File: config.mk
export PLATFORM = sky130hd
export DESIGN_NAME = priority_decoder_flat
export DESIGN_NICKNAME = d
export VERILOG_FILES = /design/src/rtl/priority_decoder_if.sv /design/src/rtl/priority_decoder.sv /design/src/flat_wrapper.sv
export SDC_FILE = /design/constraint.sdc
export NUM_CORES = 1
export LEC_CHECK = 0
export CORE_MARGIN = 3
export CORE_UTILIZATION = 45
export DETAILED_ROUTE_END_ITERATION = 8
export PLACE_DENSITY = 0.83
export SLEW_MARGIN = 0
export SYNTH_ARGS = -nofsm -noshare
export SYNTH_HDL_FRONTEND = slang
export SYNTH_SLANG_ARGS = --single-unit
File: constraint.sdc
create_clock -name clk -period 1.7 [get_ports clk]
set_input_delay 0.425 -clock clk [delete_from_list [all_inputs] [get_ports clk]]
set_output_delay 0.425 -clock clk [all_outputs]
set_load 0.005 [all_outputs]
File: src/rtl/priority_decoder_if.sv
// Handshake and output bundle for priority_decoder: code in over valid/ready,
// one-hot strobes plus status out.
interface priority_decoder_if;
    logic       in_valid;
    logic       s1;
    logic       s0;
    logic       in_ready;
    logic       a3;
    logic       a2;
    logic       a1;
    logic       a0;
    logic       busy;
    logic       done;
    logic [7:0] event_cnt;

    modport master (
        output in_valid, s1, s0,
        input  in_ready, a3, a2, a1, a0, busy, done, event_cnt
    );

    modport slave (
        input  in_valid, s1, s0,
        output in_ready, a3, a2, a1, a0, busy, done, event_cnt
    );
endinterface

File: src/rtl/priority_decoder.sv
// Registered 2-to-4 decoder: holds the one-hot line for HOLD cycles, then
// forces GAP idle cycles, and counts accepted codes modulo 256.
module priority_decoder #(
    parameter int HOLD  = 4,
    parameter int GAP   = 1,
    parameter int CNT_W = 4
) (
    input  logic               clk,
    input  logic               rst_n,
    priority_decoder_if.slave  bus
);
    typedef enum logic [1:0] {
        ST_IDLE  = 2'd0,
        ST_DRIVE = 2'd1,
        ST_GAP   = 2'd2
    } state_t;

    localparam logic [CNT_W-1:0] HOLD_LD = CNT_W'(HOLD - 1);
    localparam logic [CNT_W-1:0] GAP_LD  = CNT_W'((GAP > 0) ? GAP - 1 : 0);
    localparam logic [CNT_W-1:0] CNT_ONE = CNT_W'(1);

    state_t           state_q, state_d;
    logic [CNT_W-1:0] cnt_q, cnt_d;
    logic [3:0]       a_q, a_d;
    logic             in_ready_q, in_ready_d;
    logic             busy_q, busy_d;
    logic             done_q, done_d;
    logic [7:0]       event_cnt_q, event_cnt_d;

    always_comb begin
        state_d     = state_q;
        cnt_d       = cnt_q;
        a_d         = a_q;
        event_cnt_d = event_cnt_q;
        case (state_q)
            ST_IDLE: begin
                if (bus.in_valid && in_ready_q) begin
                    state_d     = ST_DRIVE;
                    a_d         = 4'b0001 << {bus.s1, bus.s0};
                    cnt_d       = HOLD_LD;
                    event_cnt_d = event_cnt_q + 8'd1;
                end
            end
            ST_DRIVE: begin
                if (cnt_q != '0) begin
                    cnt_d = cnt_q - CNT_ONE;
                end else if (GAP > 0) begin
                    state_d = ST_GAP;
                    a_d     = '0;
                    cnt_d   = GAP_LD;
                end else begin
                    state_d = ST_IDLE;
                    a_d     = '0;
                end
            end
            ST_GAP: begin
                if (cnt_q != '0) cnt_d = cnt_q - CNT_ONE;
                else             state_d = ST_IDLE;
            end
            default: begin
                state_d = ST_IDLE;
                cnt_d   = '0;
                a_d     = '0;
            end
        endcase
        // Status flags are registered copies of what the next state will be.
        in_ready_d = (state_d == ST_IDLE);
        busy_d     = (state_d != ST_IDLE);
        done_d     = (state_d == ST_DRIVE) && (cnt_d == '0);
    end

    always_ff @(posedge clk or negedge rst_n) begin
        if (!rst_n) begin
            state_q     <= ST_IDLE;
            cnt_q       <= '0;
            a_q         <= '0;
            in_ready_q  <= 1'b0;
            busy_q      <= 1'b0;
            done_q      <= 1'b0;
            event_cnt_q <= '0;
        end else begin
            state_q     <= state_d;
            cnt_q       <= cnt_d;
            a_q         <= a_d;
            in_ready_q  <= in_ready_d;
            busy_q      <= busy_d;
            done_q      <= done_d;
            event_cnt_q <= event_cnt_d;
        end
    end

    assign bus.in_ready  = in_ready_q;
    assign bus.a3        = a_q[3];
    assign bus.a2        = a_q[2];
    assign bus.a1        = a_q[1];
    assign bus.a0        = a_q[0];
    assign bus.busy      = busy_q;
    assign bus.done      = done_q;
    assign bus.event_cnt = event_cnt_q;
endmodule

File: src/flat_wrapper.sv
// flat-port wrapper written by rule: the top's interface ports become plain ports
module priority_decoder_flat 
#(
    parameter int HOLD  = 4,
    parameter int GAP   = 1,
    parameter int CNT_W = 4
)
  (clk, rst_n, bus_in_valid, bus_s1, bus_s0, bus_in_ready, bus_a3, bus_a2, bus_a1, bus_a0, bus_busy, bus_done, bus_event_cnt);
  priority_decoder_if bus_i ();
  input  logic clk;
  input  logic rst_n;
  input wire logic [$bits(bus_i.in_valid)-1:0] bus_in_valid;
  input wire logic [$bits(bus_i.s1)-1:0] bus_s1;
  input wire logic [$bits(bus_i.s0)-1:0] bus_s0;
  output wire logic [$bits(bus_i.in_ready)-1:0] bus_in_ready;
  output wire logic [$bits(bus_i.a3)-1:0] bus_a3;
  output wire logic [$bits(bus_i.a2)-1:0] bus_a2;
  output wire logic [$bits(bus_i.a1)-1:0] bus_a1;
  output wire logic [$bits(bus_i.a0)-1:0] bus_a0;
  output wire logic [$bits(bus_i.busy)-1:0] bus_busy;
  output wire logic [$bits(bus_i.done)-1:0] bus_done;
  output wire logic [$bits(bus_i.event_cnt)-1:0] bus_event_cnt;
  assign bus_i.in_valid = bus_in_valid;
  assign bus_i.s1 = bus_s1;
  assign bus_i.s0 = bus_s0;
  assign bus_in_ready = bus_i.in_ready;
  assign bus_a3 = bus_i.a3;
  assign bus_a2 = bus_i.a2;
  assign bus_a1 = bus_i.a1;
  assign bus_a0 = bus_i.a0;
  assign bus_busy = bus_i.busy;
  assign bus_done = bus_i.done;
  assign bus_event_cnt = bus_i.event_cnt;
  priority_decoder #(.HOLD(HOLD), .GAP(GAP), .CNT_W(CNT_W)) u_core (.clk(clk), .rst_n(rst_n), .bus(bus_i));
endmodule
# Word level (Yosys, flattened, before mapping)
# Cells that the tools add are included.
# op_classes
shifts,1
mul,0
order_cmp,0
n_div,0
mux,11
n_reduce_logical,9
bitwise_logic,1
add_sub_neg,2
n_eq_ne,5
# ops
op,count
$pmux 4 s3,2
$mux 4,5
$add 8x1->8 const B,1
$mux 2,3
$pmux 2 s3,1
$eq 2x1->1 const B,2
$logic_not 2->1,2
$logic_not 4->1,1
$reduce_bool 4->1,1
$shl 1x2->4 const A,1
$sub 4x1->4 const B,1
$reduce_and 3->1,1
$eq 2x2->1 const B,1
$logic_and 1x1->1,2
$ne 2x1->1 const B,1
$ne 2x2->1 const B,1
$reduce_and 2->1,1
$reduce_bool 2->1,1
$not 1->1,1
# word_totals
n_memories,0
latchBits,0
inputBits,5
ff_bits,21
ram_bits,0
mem_bits_ro,0
word_cells,36

# Logic depth before layout (Yosys ltp)
# Gate-level depths: netlist (run 1).
# logic_depth
word_depth,5
ltp_mapped,8
depth_no_buf,8

# Least setup slack after synthesis (run 1)
# OpenSTA, ideal clock, no wires.
# synth_timing
path_kind,reg-to-reg
startpoint,reg u_core.cnt_q[0]
endpoint,reg u_core.done_q (netlist: u_core.bus.done)
slack_ns,-0.147
stages_incl_launch_ff,8
setup_ns,0.065
arrival_time_ns,1.782
synth_period_minus_slack_ns,1.847
cell_sequence,dfrtp_1 inv_1 ha_1 nor3b_4 inv_1 ha_1 nor4b_1 o311a_2
# synth_between
elab_chain_cells,5
word_cells_on_any_way,12
# synth_lines
element,line,rtl
"start, declared",priority_decoder.sv:23,"logic [CNT_W-1:0] cnt_q, cnt_d;"
"start signal, assigned",priority_decoder.sv:83,cnt_q <= cnt_d;
$sub 4x1->4 / $reduce_bool 4->1 (equally long branches),"priority_decoder.sv:46, priority_decoder.sv:57, priority_decoder.sv:45",
$mux 4 (tied with other cells),priority_decoder.sv:57,if (cnt_q != '0) cnt_d = cnt_q - CNT_ONE;
$pmux 4 s3 / $pmux 2 s3 (equally long branches),priority_decoder.sv:35,case (state_q)
$logic_not 4->1 / $eq 2x1->1 (equally long branches),priority_decoder.sv:69,done_d = (state_d == ST_DRIVE) && (cnt_d == '0);
$logic_and 1x1->1 (*),priority_decoder.sv:69,
net u_core.done_d,priority_decoder.sv:27,"logic done_q, done_d;"
"end signal, assigned",priority_decoder.sv:87,done_q <= done_d;
"end, declared",priority_decoder.sv:27,
# The timed path passes the listed nets; every way through them passes the cells marked *.
# A chain may end at the register's enable or synchronous reset.

# Worst setup path in the final report (run 1)
# Same ends and word-level chain as after synthesis.

==> flow_metrics.py, run 1 <==
metrics = {
    "setup_path": {
        "r2r_start": "u_core.cnt_q[0]$_DFF_PN0_",
        "path_buf_inv": 2,
        "critical_path.max_fanout": 3,
        "r2r_end": "u_core.bus.done$_DFF_PN0_",
        "r2r_cells": 7,
        "critPathRequiredTime_ns": 1.95,
        "crit_chain": "inv_2 -> ha_4 -> nor3b_4 -> inv_2 -> ha_4 -> nor4b_4 -> o311a_2",
        "path_class": "reg2reg",
        "slowest_stage": "dfrtp_1",
        "crit_family": "simple AND/OR/NAND/NOR gates",
        "r2r_setup_slack_ns": 0.04,
        "cp-start-kind": "register",
        "cpPeakStageDelay_ns": 0.41,
        "end_kind": "register",
        "cp-startpoint": "u_core.cnt_q[0]$_DFF_PN0_",
        "cp.arrival_ns": 1.91,
    },
    "power_and_ir_drop": {
        "p_sw_uw": 957,
        "switching_share_pct": 35.6,
        "pwr-share-comb_pct": 59.6,
        "power_density_mw_per_mm2": 1760,
        "p_clk_share_pct": 8.8,
        "p_leak_nw": 0.698,
        "p_int_mw": 1.73,
        "p_seq_share_pct": 31.6,
        "max-vdd-ir-drop_v": 0.00118,
    },
    "placed_design": {
        "place_hpwl_mm": 1.49,
        "placement.io_buffers": 19,
        "post_dp_cell_area_sq_mm": 0.00139,
        "gp_congestion": 0.730,
        "dp_slack_ns": -0.133,
    },
    "timing": {
        "worstMarginPinSlew_ns": 0.269,
        "fin_crit_ns": 1.66,
        "hold_viol_final": 0,
        "hold_ws_ns": 0.453,
        "setup_viol": 0,
        "slew_headroom_pct": 81.8,
        "skew_ns": 0.00449,
        "slew_viol_final": 0,
        "fmax_mhz": 602,
        "finalCritPeriodShare_pct": 97.6,
        "layout_setup_ws_ns": 0.0400,
        "rsz0062_at_grt": "true",
    },
    "cts": {
        "clock_latency_ns": 0.29,
        "cts_buffer_depth": 2,
        "cts.clk_slew.worst_paths_ns": 0.12,
        "numCtsBuffers": 3,
        "cts_hold_buf": 0,
        "cts_sinks": 21,
        "cts_tree": "done",
        "htree_levels": 1,
        "cts_root_buf": "clkbuf_4",
    },
    "synth": {
        "netlist_area_sq_mm": 0.00106,
        "yosys.area.top_type_share_pct": 49.6,
        "yosysUniqueCellTypes": 36,
        "ys_warn_count": 0,
        "ys_dominant_reg_cell": "dfrtp_1",
        "syn-num-nets": 98,
        "yosys.area.top_type": "dfrtp_1",
        "ys_seq_area_share_pct": 49.6,
        "synthTopCellsByArea": "dfrtp_1, xnor2_1, mux2_1",
        "synth-edff-count": 0,
        "synth-seq-cells": 21,
        "synth_cells": 90,
        "synth-async-reset-ratio_pct": 100,
        "syn_area_per_cell_sq_um": 11.8,
    },
    "routing": {
        "wirelength_mm": 2.13,
        "dr_wl_met3_um": 108,
        "drt_iter0_markers": 11,
        "ant_nets": 0,
        "met2WireLength_um": 979,
        "met1_length_mm": 1.04,
        "top_layer_used": "met3",
        "viasPerCell": 5.31,
        "drt-pass1-iter-count": 4,
        "num_vias": 861,
        "drc": 0,
        "wl_per_cell_um": 13.1,
    },
    "finish": {
        "nets": 144,
        "design_area_sq_mm": 0.00153,
        "nFillCells": 144,
        "layout-drive-gt1-share_pct": 31.9,
        "num_antenna_cells": 0,
        "synthToLayoutAreaGrowth_pct": 44.1,
    },
    "run_status": {
        "run_status": "finished clean",
    },
    "floorplan": {
        "start_util_pct": 50.8,
        "die_h_um": 54.5,
        "ios": 20,
        "core_area_sq_mm": 0.00208,
        "row_count": 16,
        "fp.dieW_um": 54.5,
        "die_area_sq_mm": 0.00297,
    },
    "grt": {
        "grt_pass1_wl_mm": 3.32,
        "grt_start_max_net_pins": 22,
        "grt-ovfl-total": 0,
        "grt_use_total_pct": 15.1,
        "grt_pass1_vias": 731,
        "antenna_found_initial": 0,
    },
    "worst_hold_path": {
        "hp-class": "in2async",
    },
    "run": {
        "maxCapViolCount": 0,
    },
}
==> timing repair <==
item	4_1_cts	5_1_grt
buffers inserted	0	11
setup endpoints to repair	1	8
hold endpoints to repair	0	0
gates cloned	0	0
gates resized for setup	1	5
pin swaps	0	1
==> worst reg2reg max path: cells and delay by family, from the launching register on <==
family / cells / cell delay (ns)
and+or+nand+nor: 2 / 0.50
DFF: 1 / 0.41
adders and majority gates: 2 / 0.31
AOI/OAI and AO/OA: 1 / 0.20
buffers and inverters: 2 / 0.18
==> routing by layer <==
layer / up-vias / GRT usage (%)
met5: - / 0
met4: 0 / 2.49
met3: 0 / 2.18
met2: 23 / 23.7
met1: 415 / 22.4
li1: 423 / -
==> power groups by stage <==
| stage | clock (mW) | sequential [mW] | combinational [mW] |
|---|---|---|---|
| 4_1_cts | 0.241 | 0.869 | 1.33 |
| 3_5_place_dp | 0 | 0.878 | 1.32 |
| 5_1_grt | 0.267 | 0.878 | 1.75 |
| 2_1_floorplan | 0 | 0.871 | 0.727 |
| 6_report | 0.237 | 0.849 | 1.60 |
| 3_3_place_gp | 0 | 0.870 | 1.27 |
==> through the flow <==
stage / setup TNS, ns / std cells / utilization (%) / power [mW]
after floorplan: 0 / 90 / - / 1.60
after global placement: -0.719 / 147 / 66.7 / 2.14
after detailed placement: -0.758 / 147 / 66.7 / 2.20
after CTS: 0 / 151 / 68.1 / 2.44
after global routing: -0.0640 / 162 / 73.3 / 2.90
final: 0 / 162 / 73.3 / 2.69
==> how the worst max path moves through the flow <==
stage	to	slack, ns	cells past startpoint
after floorplan	u_core.bus.done$_DFF_PN0_	0.009	7
after global placement	u_core.bus.event_cnt[1]$_DFFE_PN0P_	-0.11	4
after detailed placement	u_core.a_q[1]$_DFFE_PN0P_	-0.13	4
after CTS	bus_event_cnt[1]	0.003	1
after global routing	u_core.bus.done$_DFF_PN0_	-0.05	7
final	u_core.bus.done$_DFF_PN0_	0.04	7
==> flip-flops by register name (all words and copies together) (netlist names) <==
signal / count
u_core.a_q: 4
u_core.bus.busy: 1
u_core.bus.done: 1
u_core.bus.event_cnt: 8
u_core.bus.in_ready: 1
u_core.cnt_q: 4
u_core.state_q: 2
==> synthesized netlist by cell type (3+ instances only) <==
cell type and instances:
xnor2_1 7, mux2i_1 3, a21oi_1 3, mux2_1 4, ha_1 3, inv_1 4, dfrtp_1 21, nand4_1 4
nor2_1 3, nor4b_1 3
==> cells in the final DEF, fill, tap and decap left out, types with 2 or more instances in the layout <==
| cell | synthesis | final |
|---|---|---|
| a21oi_1 | 3 | 3 |
| buf_4 | 2 | 25 |
| clkbuf_4 | 0 | 3 |
| clkdlybuf4s50_1 | 0 | 17 |
| dfrtp_1 | 21 | 19 |
| dfrtp_2 | 0 | 2 |
| dlymetal6s2s_1 | 0 | 2 |
| ha_4 | 0 | 2 |
| inv_2 | 0 | 3 |
| mux2_1 | 4 | 4 |
| mux2i_1 | 3 | 3 |
| nand2_1 | 2 | 2 |
| nand2b_1 | 2 | 2 |
| nand3_1 | 2 | 2 |
| nand4_1 | 4 | 4 |
| nor2_1 | 3 | 3 |
| nor2b_1 | 2 | 2 |
| nor3_1 | 2 | 2 |
| nor4b_1 | 3 | 2 |
| nor4bb_1 | 2 | 2 |
| o21ai_0 | 2 | 2 |
| o2bb2ai_1 | 2 | 2 |
| xnor2_1 | 7 | 7 |
==> kinds of logic (layout without fill, tap and decap cells) <==
logic type	Yosys count	count (layout)	share of synthesized area, %
buffers and inverters	7	52	3.31
adders and majority gates	3	3	3.55
AOI/OAI and AO/OA	14	14	9.93
DFF	21	21	49.6
muxes	8	8	8.16
and+or+nand+nor	29	29	18.8
xor gates and xnor gates	8	8	6.62
==> cell type report <==
class	instances	area (sq um)	share of cell area, %
clock buffer	3	22.5	1.48
clock inverter	1	5.00	0.328
inverter	4	15.0	0.984
multi-input combinational	62	538	35.3
sequential	21	528	34.6
tap	27	33.8	2.21
timing repair buffer	44	383	25.1
(Power assumes the default switching activity.)
==> run 2: changes to the inputs <==
- SLEW_MARGIN: 0 -> not set
==> results of run 2 <==
Same layout as run 1: the final DEF is identical, and so are final timing and power.
